[config.mk]
export PLATFORM = sky130hd
export DESIGN_NAME = pipe_wb_regfile_flat
export DESIGN_NICKNAME = d
export VERILOG_FILES = /design/src/rtl/pipe_wb_regfile_if.sv /design/src/rtl/pipe_wb_regfile.sv /design/src/flat_wrapper.sv
export SDC_FILE = /design/constraint.sdc
export NUM_CORES = 2
export LEC_CHECK = 0
export CAP_MARGIN = 20
export CORE_ASPECT_RATIO = 0.9
export CORE_MARGIN = 8
export CORE_UTILIZATION = 49
export DETAILED_ROUTE_END_ITERATION = 6
export GPL_TIMING_DRIVEN = 1
export PLACE_DENSITY = 0.63
export SYNTH_ARGS = -nofsm -noshare
export SYNTH_HDL_FRONTEND = slang
export SYNTH_SLANG_ARGS = --single-unit
[constraint.sdc]
create_clock -name clk -period 62.6 [get_ports clk]
set_clock_uncertainty 0.15 [all_clocks]
set_input_delay 6.26 -clock clk [delete_from_list [all_inputs] [get_ports clk]]
set_output_delay 6.26 -clock clk [all_outputs]
set_load 0.02 [all_outputs]
[src/rtl/pipe_wb_regfile_if.sv]
`default_nettype none
// ============================================================================
//  Module      : pipe_wb_regfile_if
//  Description : MEM/WB write-back bundle plus ID-stage read ports and status
//                outputs of the write-back register file.
//  Revision    : 1.0 - initial release
// ============================================================================
interface pipe_wb_regfile_if;
  logic [31:0] WB_npc;
  logic        WB_LW;
  logic        WB_JAL;
  logic        WB_MUL;
  logic [31:0] WB_aluc;
  logic [31:0] WB_MUL_res;
  logic [31:0] WB_DM_rdata;
  logic        WB_RF_W_ena;
  logic [4:0]  WB_RF_waddr;
  logic [4:0]  ID_raddr1;
  logic [4:0]  ID_raddr2;
  logic [31:0] ID_rdata1;
  logic [31:0] ID_rdata2;
  logic [31:0] WB_wdata;
  logic        WB_commit;
  logic [31:0] retire_cnt;

  // Upstream side: drives the WB bundle and read addresses
  modport master (
    output WB_npc, WB_LW, WB_JAL, WB_MUL, WB_aluc, WB_MUL_res, WB_DM_rdata,
           WB_RF_W_ena, WB_RF_waddr, ID_raddr1, ID_raddr2,
    input  ID_rdata1, ID_rdata2, WB_wdata, WB_commit, retire_cnt
  );

  // Register-file side
  modport slave (
    input  WB_npc, WB_LW, WB_JAL, WB_MUL, WB_aluc, WB_MUL_res, WB_DM_rdata,
           WB_RF_W_ena, WB_RF_waddr, ID_raddr1, ID_raddr2,
    output ID_rdata1, ID_rdata2, WB_wdata, WB_commit, retire_cnt
  );
endinterface
`default_nettype wire

[src/rtl/pipe_wb_regfile.sv]
`default_nettype none
// ============================================================================
//  Module      : pipe_wb_regfile
//  Description : Write-back stage: selects the write-back value, commits it to
//                a 32 x 32 register file with write-through bypass on two
//                combinational read ports, and counts committed writes.
//  Revision    : 1.0 - initial release
// ============================================================================
module pipe_wb_regfile #(
  parameter logic [31:0] SP_INIT = 32'h0000_0000,
  parameter logic [31:0] GP_INIT = 32'h0000_0000
) (
  input  wire logic         clk,
  input  wire logic         rst,
  pipe_wb_regfile_if.slave  bus
);

  localparam int unsigned REG_GP = 28;
  localparam int unsigned REG_SP = 29;

  // r0 is hardwired to zero, so only r1..r31 have storage
  logic [31:0] regs_q [31:1];
  logic [31:0] retire_cnt_q;
  logic [31:0] retire_cnt_d;
  logic [31:0] wdata;
  logic        commit;

  // Fixed-priority write-back select: load, then link, then multiply, then ALU
  always_comb begin
    wdata = bus.WB_aluc;
    if (bus.WB_LW)       wdata = bus.WB_DM_rdata;
    else if (bus.WB_JAL) wdata = bus.WB_npc;
    else if (bus.WB_MUL) wdata = bus.WB_MUL_res;
  end

  // A write is real only when enabled, not aimed at r0, and not in reset
  assign commit = bus.WB_RF_W_ena & (bus.WB_RF_waddr != 5'd0) & ~rst;

  // Register array: async reset to boot values, single write port
  always_ff @(posedge clk or posedge rst) begin
    if (rst) begin
      for (int i = 1; i < 32; i++) begin
        if (i == REG_GP)      regs_q[i] <= GP_INIT;
        else if (i == REG_SP) regs_q[i] <= SP_INIT;
        else                  regs_q[i] <= 32'h0000_0000;
      end
    end else if (commit) begin
      regs_q[bus.WB_RF_waddr] <= wdata;
    end
  end

  // One read port: r0 reads zero, same-cycle write is forwarded through
  function automatic logic [31:0] read_port(input logic [4:0] raddr);
    logic [31:0] val;
    val = 32'h0000_0000;
    if (raddr != 5'd0) begin
      if (commit && (raddr == bus.WB_RF_waddr)) val = wdata;
      else                                      val = regs_q[raddr];
    end
    return val;
  endfunction

  // Both read ports share identical bypass logic
  always_comb begin
    bus.ID_rdata1 = read_port(bus.ID_raddr1);
    bus.ID_rdata2 = read_port(bus.ID_raddr2);
  end

  // Committed-write counter next state; wraps naturally at 2^32
  always_comb begin
    retire_cnt_d = retire_cnt_q;
    if (commit) retire_cnt_d = retire_cnt_q + 32'd1;
  end

  // Committed-write counter register
  always_ff @(posedge clk or posedge rst) begin
    if (rst) retire_cnt_q <= 32'h0000_0000;
    else     retire_cnt_q <= retire_cnt_d;
  end

  assign bus.WB_wdata   = wdata;
  assign bus.WB_commit  = commit;
  assign bus.retire_cnt = retire_cnt_q;

endmodule
`default_nettype wire

[src/flat_wrapper.sv]
// flat-port wrapper written by rule: the top's interface ports become plain ports
module pipe_wb_regfile_flat 
#(
  parameter logic [31:0] SP_INIT = 32'h0000_0000,
  parameter logic [31:0] GP_INIT = 32'h0000_0000
)
  (clk, rst, bus_WB_npc, bus_WB_LW, bus_WB_JAL, bus_WB_MUL, bus_WB_aluc, bus_WB_MUL_res, bus_WB_DM_rdata, bus_WB_RF_W_ena, bus_WB_RF_waddr, bus_ID_raddr1, bus_ID_raddr2, bus_ID_rdata1, bus_ID_rdata2, bus_WB_wdata, bus_WB_commit, bus_retire_cnt);
  pipe_wb_regfile_if bus_i ();
  input  wire logic clk;
  input  wire logic rst;
  input wire logic [$bits(bus_i.WB_npc)-1:0] bus_WB_npc;
  input wire logic [$bits(bus_i.WB_LW)-1:0] bus_WB_LW;
  input wire logic [$bits(bus_i.WB_JAL)-1:0] bus_WB_JAL;
  input wire logic [$bits(bus_i.WB_MUL)-1:0] bus_WB_MUL;
  input wire logic [$bits(bus_i.WB_aluc)-1:0] bus_WB_aluc;
  input wire logic [$bits(bus_i.WB_MUL_res)-1:0] bus_WB_MUL_res;
  input wire logic [$bits(bus_i.WB_DM_rdata)-1:0] bus_WB_DM_rdata;
  input wire logic [$bits(bus_i.WB_RF_W_ena)-1:0] bus_WB_RF_W_ena;
  input wire logic [$bits(bus_i.WB_RF_waddr)-1:0] bus_WB_RF_waddr;
  input wire logic [$bits(bus_i.ID_raddr1)-1:0] bus_ID_raddr1;
  input wire logic [$bits(bus_i.ID_raddr2)-1:0] bus_ID_raddr2;
  output wire logic [$bits(bus_i.ID_rdata1)-1:0] bus_ID_rdata1;
  output wire logic [$bits(bus_i.ID_rdata2)-1:0] bus_ID_rdata2;
  output wire logic [$bits(bus_i.WB_wdata)-1:0] bus_WB_wdata;
  output wire logic [$bits(bus_i.WB_commit)-1:0] bus_WB_commit;
  output wire logic [$bits(bus_i.retire_cnt)-1:0] bus_retire_cnt;
  assign bus_i.WB_npc = bus_WB_npc;
  assign bus_i.WB_LW = bus_WB_LW;
  assign bus_i.WB_JAL = bus_WB_JAL;
  assign bus_i.WB_MUL = bus_WB_MUL;
  assign bus_i.WB_aluc = bus_WB_aluc;
  assign bus_i.WB_MUL_res = bus_WB_MUL_res;
  assign bus_i.WB_DM_rdata = bus_WB_DM_rdata;
  assign bus_i.WB_RF_W_ena = bus_WB_RF_W_ena;
  assign bus_i.WB_RF_waddr = bus_WB_RF_waddr;
  assign bus_i.ID_raddr1 = bus_ID_raddr1;
  assign bus_i.ID_raddr2 = bus_ID_raddr2;
  assign bus_ID_rdata1 = bus_i.ID_rdata1;
  assign bus_ID_rdata2 = bus_i.ID_rdata2;
  assign bus_WB_wdata = bus_i.WB_wdata;
  assign bus_WB_commit = bus_i.WB_commit;
  assign bus_retire_cnt = bus_i.retire_cnt;
  pipe_wb_regfile #(.SP_INIT(SP_INIT), .GP_INIT(GP_INIT)) u_core (.clk(clk), .rst(rst), .bus(bus_i));
endmodule
==> qor.yml <==
synth:
  yosys.area_share.simple_pct: 10.5
  avgSynthCellArea_um2: 10.6
  synth_adder_area_share_pct: 0.0231
  synthXorXnorAreaFrac_pct: 0.647
  synth_top_family_by_area: "multiplexers"
  ys.flop_type: "dfrtp_1"
  syn_area_um2: 54100
  synth-compound-area-share_pct: 15.6
  synth.distinct_cells: 65
  synth-edff-count: 0
  synth_seq_area_share_pct: 47.3
  syn-num-nets: 5271
  synth_top_area_cell: "dfrtp_1"
  synth.area.top_cells: "dfrtp_1 47%, mux4_2 16%, a21oi_1 5.2%"
  ys_warn_count: 0
  synthMuxAreaShare_pct: 21.6
  netlist.area_leader.share_pct: 47.3
  async_reset_ff_share_pct: 100
  synth_seq_cells: 1024
  syn_inst: 5121
pwr:
  clkPwrFrac_pct: 35.8
  switchingPower_w: 0.000584
  intPower_w: 0.00138
  ir_drop_mv: 0.0278
  p_per_area_nw_per_um2: 31.7
  p_comb_share_pct: 20.8
  p_leak_nw: 26.4
  seq_power_share_pct: 43.4
  p_sw_share_pct: 29.7
worst_setup_path:
  cpMaxStageDelayCell: "buf_4"
  crit_arrival_ns: 11.16
  slowest_delay_ns: 0.86
  cp_max_fo: 59
  cp-start-kind: "input pin"
  crit_required_ns: 56.19
  critPathCaptureType: "output pin"
  cp_cell_sequence: "buf_8, buf_4, buf_4, buf_4, mux4_2, a22o_1, a221o_1, a21oi_1, a21oi_1, clkdlybuf4s50_1"
  path_common_cell: "buf_4"
  critPathKind: "input pin to output pin"
final_layout:
  area_growth_pct: 14.6
  fin_util_pct: 56.7
  nets: 5267
  drive_gt1_share_pct: 17.0
clocking:
  holdBufCountCts: 0
  post_cts_buffers: 0
  cts_tree: "yes"
  htreeDepth: 3
  ctsRootBufferMaster: "clkbuf_16"
  cts.sinks: 1024
  clockBufferDepth: 3
  ctsResizeCount: 0
  cts_buffers: 109
  clkLatencyLatePin_ns: 0.71
  path_clk_slew_ns: 0.06
routing:
  final_antenna_net_count: 0
  drtIter0Drc: 6228
  dr_total_vias: 44000
  via_per_inst: 6.60
  drt_first_pass_iters: 6
  drcViolationCount: 0
  wl_mm: 199
  routedWlPerCell_um: 29.9
floorplanning:
  rows: 115
  ios: 278
  die_w_um: 366
  fp.dieH_um: 331
  dieArea_um2: 121000
  start_util_pct: 49.4
  core_um2: 109000
status:
  outcome: "complete, no violations"
placed_design:
  gp_congestion: 0.852
  port_buffers: 277
  dpl.hpwl_mm: 116
global_routing:
  antenna_found_initial: 7
  grt_pass1_vias: 42700
  grt_pass1_wl_mm: 293
  grt-ovfl-total: 0
  grtUsageTotal_pct: 32.0
  grt_max_degree: 167
sta:
  rsz0062_at_grt: "no"
  drv_slew: 0
  fmax_mhz: 56.9
  tightest_slew_ns: 1.23
  period_needed_ns: 17.57
  finalCritPeriodShare_pct: 28.1
  tns_ns: 0
  setup_viol: 0
  hold_violations: 0
  whs_ns: 0.329
  relSlewSlack_pct: 18.0
flow_run:
  maxCapViolations: 0
worst_hold_path:
  hp-class: "flip-flop to flip-flop"
[state kept, by name, indices dropped and copies added, names as in the netlist]
| signal | cells |
|---|---|
| u_core.bus.retire_cnt | 32 |
| u_core.regs_q | 992 |
[cells in the mapped netlist (4+ instances only)]
| library cell | number |
|---|---|
| o21ai_0 | 136 |
| nor2b_1 | 31 |
| buf_2 | 101 |
| mux2_2 | 85 |
| and2_1 | 10 |
| a221oi_1 | 37 |
| nand3_1 | 28 |
| nor3_1 | 36 |
| o221ai_1 | 43 |
| clkbuf_1 | 371 |
| a22oi_1 | 35 |
| a211oi_1 | 29 |
| buf_1 | 18 |
| o22ai_1 | 44 |
| o21ai_1 | 421 |
| o22a_1 | 13 |
| or3_1 | 9 |
| a211o_1 | 4 |
| o211ai_1 | 8 |
| or2_2 | 8 |
| a31oi_1 | 5 |
| nand2b_1 | 11 |
| buf_6 | 7 |
| mux2i_1 | 197 |
| nand4_1 | 13 |
| and3_1 | 8 |
| a222oi_1 | 4 |
| xor2_1 | 12 |
| a22o_1 | 44 |
| mux4_2 | 388 |
| nand3b_1 | 4 |
| nor2_1 | 556 |
| xnor2_1 | 28 |
| a221oi_2 | 5 |
| a221o_1 | 46 |
| a21oi_1 | 558 |
| buf_4 | 21 |
| nand2_1 | 614 |
| inv_1 | 39 |
| nor3b_1 | 22 |
| o31a_1 | 9 |
| dfrtp_1 | 1024 |
[kinds of logic (layout without fill, tap and decap cells)]
group / after synthesis / count (layout)
AO/OA/AOI/OAI: 1455 / 1455
XOR/XNOR: 40 / 40
adder cells (fa/ha/maj): 1 / 1
buffers and inverters: 560 / 648
flip-flops: 1024 / 1024
multiplexers: 670 / 670
other: 0 / 4
AND/OR/NAND/NOR: 1371 / 1371
[worst max-delay path: cells and delay by family]
kind / cells / cell delay, ns
AOI/OAI and AO/OA: 4 / 1.00
muxes: 1 / 0.59
buffers and inverters: 5 / 3.21
[per-stage QoR]
step	area, um^2	worst slack (ns)	std cells	total power, W
floorplan	54100	27.37	5121	0.00113
global placement	58000	45.04	6465	0.00125
detailed placement	58100	45.01	6466	0.00127
CTS	62000	45.00	6669	0.00197
global route	62000	44.71	6671	0.00205
finish	62000	45.03	6675	0.00197
[cell usage in the layout, fill, tap and decap left out, drive strengths merged, types with 13 or more instances in the layout]
cell type      instances
a211oi                29
a21oi                558
a221o                 46
a221oi                42
a22o                  44
a22oi                 35
buf                  140
clkbuf               161
clkdlybuf4s50        265
clkinv                25
dfrtp               1024
inv                   43
mux2                  85
mux2i                197
mux4                 388
nand2                614
nand3                 29
nand4                 13
nor2                 556
nor2b                 31
nor3                  37
nor3b                 23
o21ai                557
o221ai                43
o22a                  13
o22ai                 44
xnor2                 28
[power groups by stage]
stage	Sequential [W]	Clock (W)	Combinational (W)
final	0.000855	0.000704	0.000409
after floorplan	0.000840	0	0.000287
after detailed placement	0.000862	0	0.000404
after CTS	0.000851	0.000711	0.000406
after global placement	0.000857	0	0.000395
after global routing	0.000867	0.000735	0.000444
[area by class of cell]
type                    count  area, um^2
clock buffers             161        3360
diodes                      4        10.0
repair buffers            405        3820
fillers                  9391       47500
clock inverters            42         553
multi-input cells        3537       26700
flip-flops and latches   1024       25600
well taps                1462        1830
inverters                  40         158
[layer usage]
metal  part of all wire, %  track usage (%)  wire length, um
met4                   4.2             12.2             8290
met1                    40             44.3            79700
met5                 0.028                0               55
met3                    12             9.93            24000
met2                    44             47.4            87300
[final timing paths]
path,startpoint,end,slack (ns),cells after the start
min in group asynchronous,rst,u_core.regs_q[415],6.08,2
max in group asynchronous,rst,u_core.regs_q[825],53.02,5
hold reg to reg,u_core.bus.retire_cnt[31],u_core.bus.retire_cnt[31],0.33,1
setup reg to reg,u_core.bus.retire_cnt[2],u_core.bus.retire_cnt[26],60.16,5
setup / recovery,bus_ID_raddr1[0],bus_ID_rdata1[22],45.03,10
hold / removal,u_core.bus.retire_cnt[31],u_core.bus.retire_cnt[31],0.33,1
(Power assumes the default switching activity.)
